**src/rtl/cpu_pkg.sv**
```systemverilog
// Constants and types shared by the fetch controller and the next-PC sequencer.
package cpu_pkg;

    localparam int unsigned PC_W    = 9;
    localparam int unsigned INSTR_W = 12;

    typedef logic [PC_W-1:0]    pc_t;
    typedef logic [INSTR_W-1:0] instr_t;

    localparam pc_t    RESET_VECTOR = 9'h1FF;
    localparam instr_t NOP_INSTR    = 12'h000;

    typedef enum logic [1:0] {
        STK_NONE,
        STK_PUSH,
        STK_POP,
        STK_REPL
    } stk_op_e;

    function automatic stk_op_e stk_op(input logic push, input logic pop);
        unique case ({push, pop})
            2'b10:   return STK_PUSH;
            2'b01:   return STK_POP;
            2'b11:   return STK_REPL;
            default: return STK_NONE;
        endcase
    endfunction

endpackage

```
**src/rtl/fetch_ctrl_if.sv**
```systemverilog
// Fetch-controller bus: program-memory port plus sequencer-facing signals.
interface fetch_ctrl_if;
    import cpu_pkg::*;

    pc_t    imem_addr;
    instr_t imem_data;
    instr_t instr;
    pc_t    exec_pc;
    logic   bubble;
    pc_t    pc_next;
    logic   push;
    logic   pop;
    pc_t    stack_psh;
    pc_t    stack_pop;

    modport master (
        output imem_addr, instr, exec_pc, bubble, stack_pop,
        input  imem_data, pc_next, push, pop, stack_psh
    );

    modport slave (
        input  imem_addr, instr, exec_pc, bubble, stack_pop,
        output imem_data, pc_next, push, pop, stack_psh
    );

endinterface

```
**src/rtl/fetch_ctrl_ret_stack.sv**
```systemverilog
// Hardware return stack (LIFO) with overflow discard of the oldest entry.
// Sticky flags and occupancy output exist only with FETCH_CTRL_STACK_FLAGS_EN.
module ret_stack
    import cpu_pkg::*;
#(
    parameter int unsigned STACK_DEPTH = 2,
    localparam int unsigned SP_W = $clog2(STACK_DEPTH + 1)
) (
    input  logic            clk,
    input  logic            rst,
    input  logic            en,
    input  logic            push,
    input  logic            pop,
    input  logic            clr_flags,
    input  pc_t             psh_data,
    output pc_t             top,
    output logic [SP_W-1:0] sp_out,
    output logic            ovf,
    output logic            unf
);

    logic [SP_W-1:0] sp;
    logic [SP_W-1:0] top_idx;
    pc_t             mem [STACK_DEPTH];
    logic            full;
    logic            empty;
    stk_op_e         op;

    assign op      = stk_op(push, pop);
    assign full    = (sp == SP_W'(STACK_DEPTH));
    assign empty   = (sp == '0);
    // Top index doubles as the replace target; an empty stack points at entry 0.
    assign top_idx = empty ? '0 : sp - 1'b1;

    always_comb begin
        top = mem[0];
        for (int unsigned i = 0; i < STACK_DEPTH; i++) begin
            if (SP_W'(i) == top_idx) top = mem[i];
        end
    end

    always_ff @(posedge clk) begin
        if (rst) begin
            sp <= '0;
            for (int unsigned i = 0; i < STACK_DEPTH; i++) mem[i] <= '0;
        end else if (en) begin
            unique case (op)
                STK_PUSH: begin
                    if (!full) begin
                        for (int unsigned i = 0; i < STACK_DEPTH; i++) begin
                            if (SP_W'(i) == sp) mem[i] <= psh_data;
                        end
                        sp <= sp + 1'b1;
                    end else begin
                        for (int unsigned i = 0; i + 1 < STACK_DEPTH; i++) mem[i] <= mem[i+1];
                        mem[STACK_DEPTH-1] <= psh_data;
                    end
                end
                STK_POP: begin
                    if (!empty) sp <= sp - 1'b1;
                end
                STK_REPL: begin
                    for (int unsigned i = 0; i < STACK_DEPTH; i++) begin
                        if (SP_W'(i) == top_idx) mem[i] <= psh_data;
                    end
                end
                default: ;
            endcase
        end
    end

`ifdef FETCH_CTRL_STACK_FLAGS_EN
    logic ovf_q;
    logic unf_q;
    logic set_ovf;
    logic set_unf;

    assign set_ovf = (op == STK_PUSH) && full;
    assign set_unf = ((op == STK_POP) || (op == STK_REPL)) && empty;

    always_ff @(posedge clk) begin
        if (rst) begin
            ovf_q <= 1'b0;
            unf_q <= 1'b0;
        end else if (en) begin
            // Clear first so a same-cycle set event wins.
            if (clr_flags) begin
                ovf_q <= 1'b0;
                unf_q <= 1'b0;
            end
            if (set_ovf) ovf_q <= 1'b1;
            if (set_unf) unf_q <= 1'b1;
        end
    end

    assign ovf    = ovf_q;
    assign unf    = unf_q;
    assign sp_out = sp;
`else
    logic unused_clr;
    assign unused_clr = clr_flags;
    assign ovf        = 1'b0;
    assign unf        = 1'b0;
    assign sp_out     = '0;
`endif

endmodule

```
**src/rtl/fetch_ctrl.sv**
```systemverilog
// Instruction fetch / program-flow controller: fetch PC, executing IR and return stack.
// Non-sequential pc_next flushes the prefetch with a NOP bubble. Optional: FETCH_CTRL_STACK_FLAGS_EN.
module fetch_ctrl
    import cpu_pkg::*;
#(
    parameter int unsigned STACK_DEPTH = 2
) (
    input  logic                               clk,
    input  logic                               rst,
    input  logic                               en,
    fetch_ctrl_if.master                       bus,
    input  logic                               clr_flags,
    output logic [$clog2(STACK_DEPTH+1)-1:0]   stack_sp,
    output logic                               stack_ovf,
    output logic                               stack_unf
);

    pc_t    fpc, fpc_d;
    pc_t    epc, epc_d;
    instr_t ir, ir_d;
    logic   bub, bub_d;
    logic   is_seq;

    assign is_seq = (bus.pc_next == pc_t'(epc + 1'b1));

    always_comb begin
        fpc_d = fpc;
        epc_d = epc;
        ir_d  = ir;
        bub_d = bub;
        if (is_seq) begin
            ir_d  = bus.imem_data;
            epc_d = fpc;
            fpc_d = fpc + 1'b1;
            bub_d = 1'b0;
        end else begin
            // Redirect: discard the prefetched word and fake exec_pc so the
            // sequencer returns the target as its sequential successor.
            ir_d  = NOP_INSTR;
            epc_d = bus.pc_next - 1'b1;
            fpc_d = bus.pc_next;
            bub_d = 1'b1;
        end
    end

    always_ff @(posedge clk) begin
        if (rst) begin
            fpc <= RESET_VECTOR;
            epc <= RESET_VECTOR - 1'b1;
            ir  <= NOP_INSTR;
            bub <= 1'b1;
        end else if (en) begin
            fpc <= fpc_d;
            epc <= epc_d;
            ir  <= ir_d;
            bub <= bub_d;
        end
    end

    assign bus.imem_addr = fpc;
    assign bus.instr     = ir;
    assign bus.exec_pc   = epc;
    assign bus.bubble    = bub;

    ret_stack #(
        .STACK_DEPTH (STACK_DEPTH)
    ) u_ret_stack (
        .clk       (clk),
        .rst       (rst),
        .en        (en),
        .push      (bus.push),
        .pop       (bus.pop),
        .clr_flags (clr_flags),
        .psh_data  (bus.stack_psh),
        .top       (bus.stack_pop),
        .sp_out    (stack_sp),
        .ovf       (stack_ovf),
        .unf       (stack_unf)
    );

endmodule

```
**src/flat_wrapper.sv**
```systemverilog
// flat-port wrapper written by rule: the top's interface ports become plain ports
module fetch_ctrl_flat import cpu_pkg::*;
#(
    parameter int unsigned STACK_DEPTH = 2
)
  (clk, rst, en, clr_flags, stack_sp, stack_ovf, stack_unf, bus_imem_addr, bus_instr, bus_exec_pc, bus_bubble, bus_stack_pop, bus_imem_data, bus_pc_next, bus_push, bus_pop, bus_stack_psh);
  fetch_ctrl_if bus_i ();
  input  logic clk;
  input  logic rst;
  input  logic en;
  input  logic clr_flags;
  output logic [$clog2(STACK_DEPTH+1)-1:0] stack_sp;
  output logic stack_ovf;
  output logic stack_unf;
  output wire logic [$bits(bus_i.imem_addr)-1:0] bus_imem_addr;
  output wire logic [$bits(bus_i.instr)-1:0] bus_instr;
  output wire logic [$bits(bus_i.exec_pc)-1:0] bus_exec_pc;
  output wire logic [$bits(bus_i.bubble)-1:0] bus_bubble;
  output wire logic [$bits(bus_i.stack_pop)-1:0] bus_stack_pop;
  input wire logic [$bits(bus_i.imem_data)-1:0] bus_imem_data;
  input wire logic [$bits(bus_i.pc_next)-1:0] bus_pc_next;
  input wire logic [$bits(bus_i.push)-1:0] bus_push;
  input wire logic [$bits(bus_i.pop)-1:0] bus_pop;
  input wire logic [$bits(bus_i.stack_psh)-1:0] bus_stack_psh;
  assign bus_imem_addr = bus_i.imem_addr;
  assign bus_instr = bus_i.instr;
  assign bus_exec_pc = bus_i.exec_pc;
  assign bus_bubble = bus_i.bubble;
  assign bus_stack_pop = bus_i.stack_pop;
  assign bus_i.imem_data = bus_imem_data;
  assign bus_i.pc_next = bus_pc_next;
  assign bus_i.push = bus_push;
  assign bus_i.pop = bus_pop;
  assign bus_i.stack_psh = bus_stack_psh;
  fetch_ctrl #(.STACK_DEPTH(STACK_DEPTH)) u_core (.clk(clk), .rst(rst), .en(en), .bus(bus_i), .clr_flags(clr_flags), .stack_sp(stack_sp), .stack_ovf(stack_ovf), .stack_unf(stack_unf));
endmodule
```
**config.mk**
```make
export PLATFORM = sky130hd
export DESIGN_NAME = fetch_ctrl_flat
export DESIGN_NICKNAME = d
export VERILOG_FILES = /design/src/rtl/cpu_pkg.sv /design/src/rtl/fetch_ctrl_if.sv /design/src/rtl/fetch_ctrl_ret_stack.sv /design/src/rtl/fetch_ctrl.sv /design/src/flat_wrapper.sv
export SDC_FILE = /design/constraint.sdc
export NUM_CORES = 1
export LEC_CHECK = 0
export BUFFER_PORTS_ARGS = -buffer_cell sky130_fd_sc_hd__buf_4
export CAP_MARGIN = 30
export CELL_PAD_IN_SITES_DETAIL_PLACEMENT = 1
export CELL_PAD_IN_SITES_GLOBAL_PLACEMENT = 1
export CORE_MARGIN = 3
export CORE_UTILIZATION = 35
export CTS_BUF_LIST = sky130_fd_sc_hd__clkbuf_2
export DETAILED_ROUTE_END_ITERATION = 6
export HOLD_SLACK_MARGIN = 0.05
export MAX_ROUTING_LAYER = met4
export PLACE_DENSITY_LB_ADDON = 0.1
export SLEW_MARGIN = 10
export SYNTH_ARGS = -nofsm -noshare
export SYNTH_HDL_FRONTEND = slang
export SYNTH_SLANG_ARGS = --single-unit
```
**constraint.sdc**
```tcl
create_clock -name clk -period 2.78 [get_ports clk]
set_input_delay 0.417 -clock clk [delete_from_list [all_inputs] [get_ports clk]]
set_output_delay 0.417 -clock clk [all_outputs]
set_load 0.01 [all_outputs]
```
==> metrics.cfg <==
[run_status]
status=finished, final reports clean

[power_and_ir_drop]
power_mw=1.55
p_sw_mw=0.507
p_leak_nw=1.44
switching_share_pct=32.7
p_comb_share_pct=24.7
p_int_mw=1.05
ir_worst_vdd_uv=158
pwr-share-clk_pct=20.2
seqPwrFrac_pct=55.1
p_per_area_nw_per_um2=421

[floorplanning]
die_x_um=98.3
row_count=33
core_um2=8260
pin_count=80
die_height_um=98.3
initial_core_util_pct=36.1
die-area_um2=9670

[timing]
fin_ws_ns=0.241
fin_skew_ns=0.0220
fmaxAchievable_ghz=0.394
worst_pin_slew_ns=0.637
finalSetupViolCount=0
layout_min_cycle_time_ns=2.54
fin_tns_setup_ns=0
drv_slew=0
rsz0062_at_grt=no
hold_viol=0
min_period_over_period_pct=91.3
slew-limit-headroom_pct=57.5

[cells_and_area]
multiInputGateArea_um2=1620
fin_util_pct=44.7
nNetsFinal=446
fin_cells=507
diodes=0
drive_gt1_share_pct=26.9
regArea_um2=1200
fillers=1006
syn2layout_area_growth_pct=23.7

[setup_path]
critPathLaunch=u_core.u_ret_stack.sp[0]
r2r-start=u_core.bus.exec_pc[0]
reg2reg_slack_ns=0.26
worst-r2r-cell-count=8
crit_end=bus_stack_pop[4]
arrival_ns=2.12
reg2reg_to=u_core.bus.instr[9]
setup.worst_path.end_class=primary output
cp.required_ns=2.36
start_kind=register
worstSetupPathType=register to primary output
crit_fanout=15

[cts]
clock_sinks=51
cts_resized=0
clk_pin_slew_worst_paths_ns=0.26
clk_path_buf_depth=2
cts_buffers=5
cts_hold_buffers=0
cts_tree=yes
htree_levels=2
cts_setup_buffers=0
cts_root_buf=clkbuf_2
clk_latency_ns=0.45

[global_routing]
grt_max_degree=38
grt_pass1_vias=2885
gr-total-overflow=0
antenna_found_initial=0
grt_usage_pct=19.0
grt_pass1_wl_mm=14.7

[synth]
yosysMostFrequentCell=dfxtp_1
synthArstFlopShare_pct=0
ys.warnings.count=0
synthTopCellsByCount=dfxtp_1, a21oi_1, nand2_1
ys_ff_latch=51
synth_edf_count=18
synth_ff_type=dfxtp_1
syn_avg_cell_area_um2=9.02
yosysUniqueCellTypes=47
synth_top_area_cell=dfxtp_1
yosys.area.top_type_share_pct=22.1
synthCells=331
syn-cell-area_um2=2980
ys_top_cells_by_area=dfxtp_1, edfxtp_1, a21oi_1
ys_seq_area_share_pct=40.3

[route]
wl_per_cell_um=17.2
antenna_left=0
drt-pass1-iter-count=4
drc_errors=0
met3_length_um=298
viasPerCell=5.44
vias=2757
drt_iter0_markers=112
met2_length_mm=4.30
top_layer=met4
drt-total-wl_mm=8.73
wl_met1_mm=4.03

[placement]
placed_cells=499
portBuffers=74
dp_hpwl_mm=6.24
gp_congestion=0.847
dp_slack_ns=0.319

[min_path]
worstHoldStart=bus_imem_data[0]
min-delay-path-class=input port to register

[job]
drv_cap=0

[layout make-up]
type | count | area share (%)
Multi-Input combinational cell | 247 | 44.0
Sequential cell | 51 | 32.5
Timing Repair Buffer | 88 | 17.9
Tap cell | 105 | 3.56
Inverter | 8 | 0.813
Clock buffer | 5 | 0.678
Clock inverter | 3 | 0.542
[power groups by stage]
stage | clock [mW] | sequential [mW] | combinational (mW)
floorplan | 0 | 0.865 | 0.227
global placement | 0 | 0.869 | 0.378
detailed placement | 0 | 0.871 | 0.387
CTS | 0.327 | 0.856 | 0.389
global route | 0.360 | 0.864 | 0.430
finish | 0.313 | 0.856 | 0.384
[cells by family (layout without fill, tap and decap cells)]
kind of cell             Yosys count  in the layout  synth area share [%]
XOR/XNOR                          23             23                  6.75
buffers and inverters             36            104                  5.70
flip-flops                        51             51                  40.3
AND/OR/NAND/NOR                  118            118                  21.0
other                              1              4                 0.126
AO/OA/AOI/OAI                     84             84                  19.0
multiplexers                       9              9                  3.40
adder cells (fa/ha/maj)            9              9                  3.77
[sequential cells by signal, summed over array words and instances (netlist names)]
signal / cells
u_core.bus.bubble: 1
u_core.bus.imem_addr: 9
u_core.u_ret_stack.mem: 18
u_core.bus.exec_pc: 9
u_core.u_ret_stack.sp: 2
u_core.bus.instr: 12
[critical path, stage by stage, from the launching register on]
cell     delay [ns]
dfxtp_1        0.39
inv_1          0.16
ha_1           0.58
mux2_2         0.42
buf_4          0.15
[cell usage in the layout (no fill, tap or decap), types with 9 or more instances in the layout]
cell,instances
edfxtp_1,18
o31ai_1,10
nor3_1,19
a22o_1,9
mux2_2,9
xor2_1,12
o21ai_0,9
a21oi_1,30
nand2_1,25
ha_1,9
nor2_1,14
nand4_1,20
xnor2_1,11
and2_1,9
buf_4,88
dfxtp_1,33
[metal layers]
layer  up-vias  global-route usage [%]
li1       1361                       -
met5         -                       -
met3         8                    2.64
met2        55                    32.2
met4         0                    4.10
met1      1333                    24.1
[metrics by stage]
stage / hold WS (ns) / instance area (um^2)
finish: 0.209 / 3690
global route: 0.169 / 3690
CTS: 0.185 / 3690
detailed placement: 0.456 / 3650
global placement: 0.449 / 3650
floorplan: 0.486 / 3000
[worst min path at each step]
| stage | endpoint | cells after the start |
|---|---|---|
| after global placement | u_core.bus.instr[4] | 2 |
| after global routing | u_core.bus.instr[0] | 3 |
| after detailed placement | u_core.bus.instr[0] | 2 |
| after floorplan | u_core.bus.instr[0] | 2 |
| final | u_core.bus.instr[0] | 3 |
| after CTS | u_core.bus.instr[0] | 3 |
Note: power is estimated with default switching activity, not from simulation.
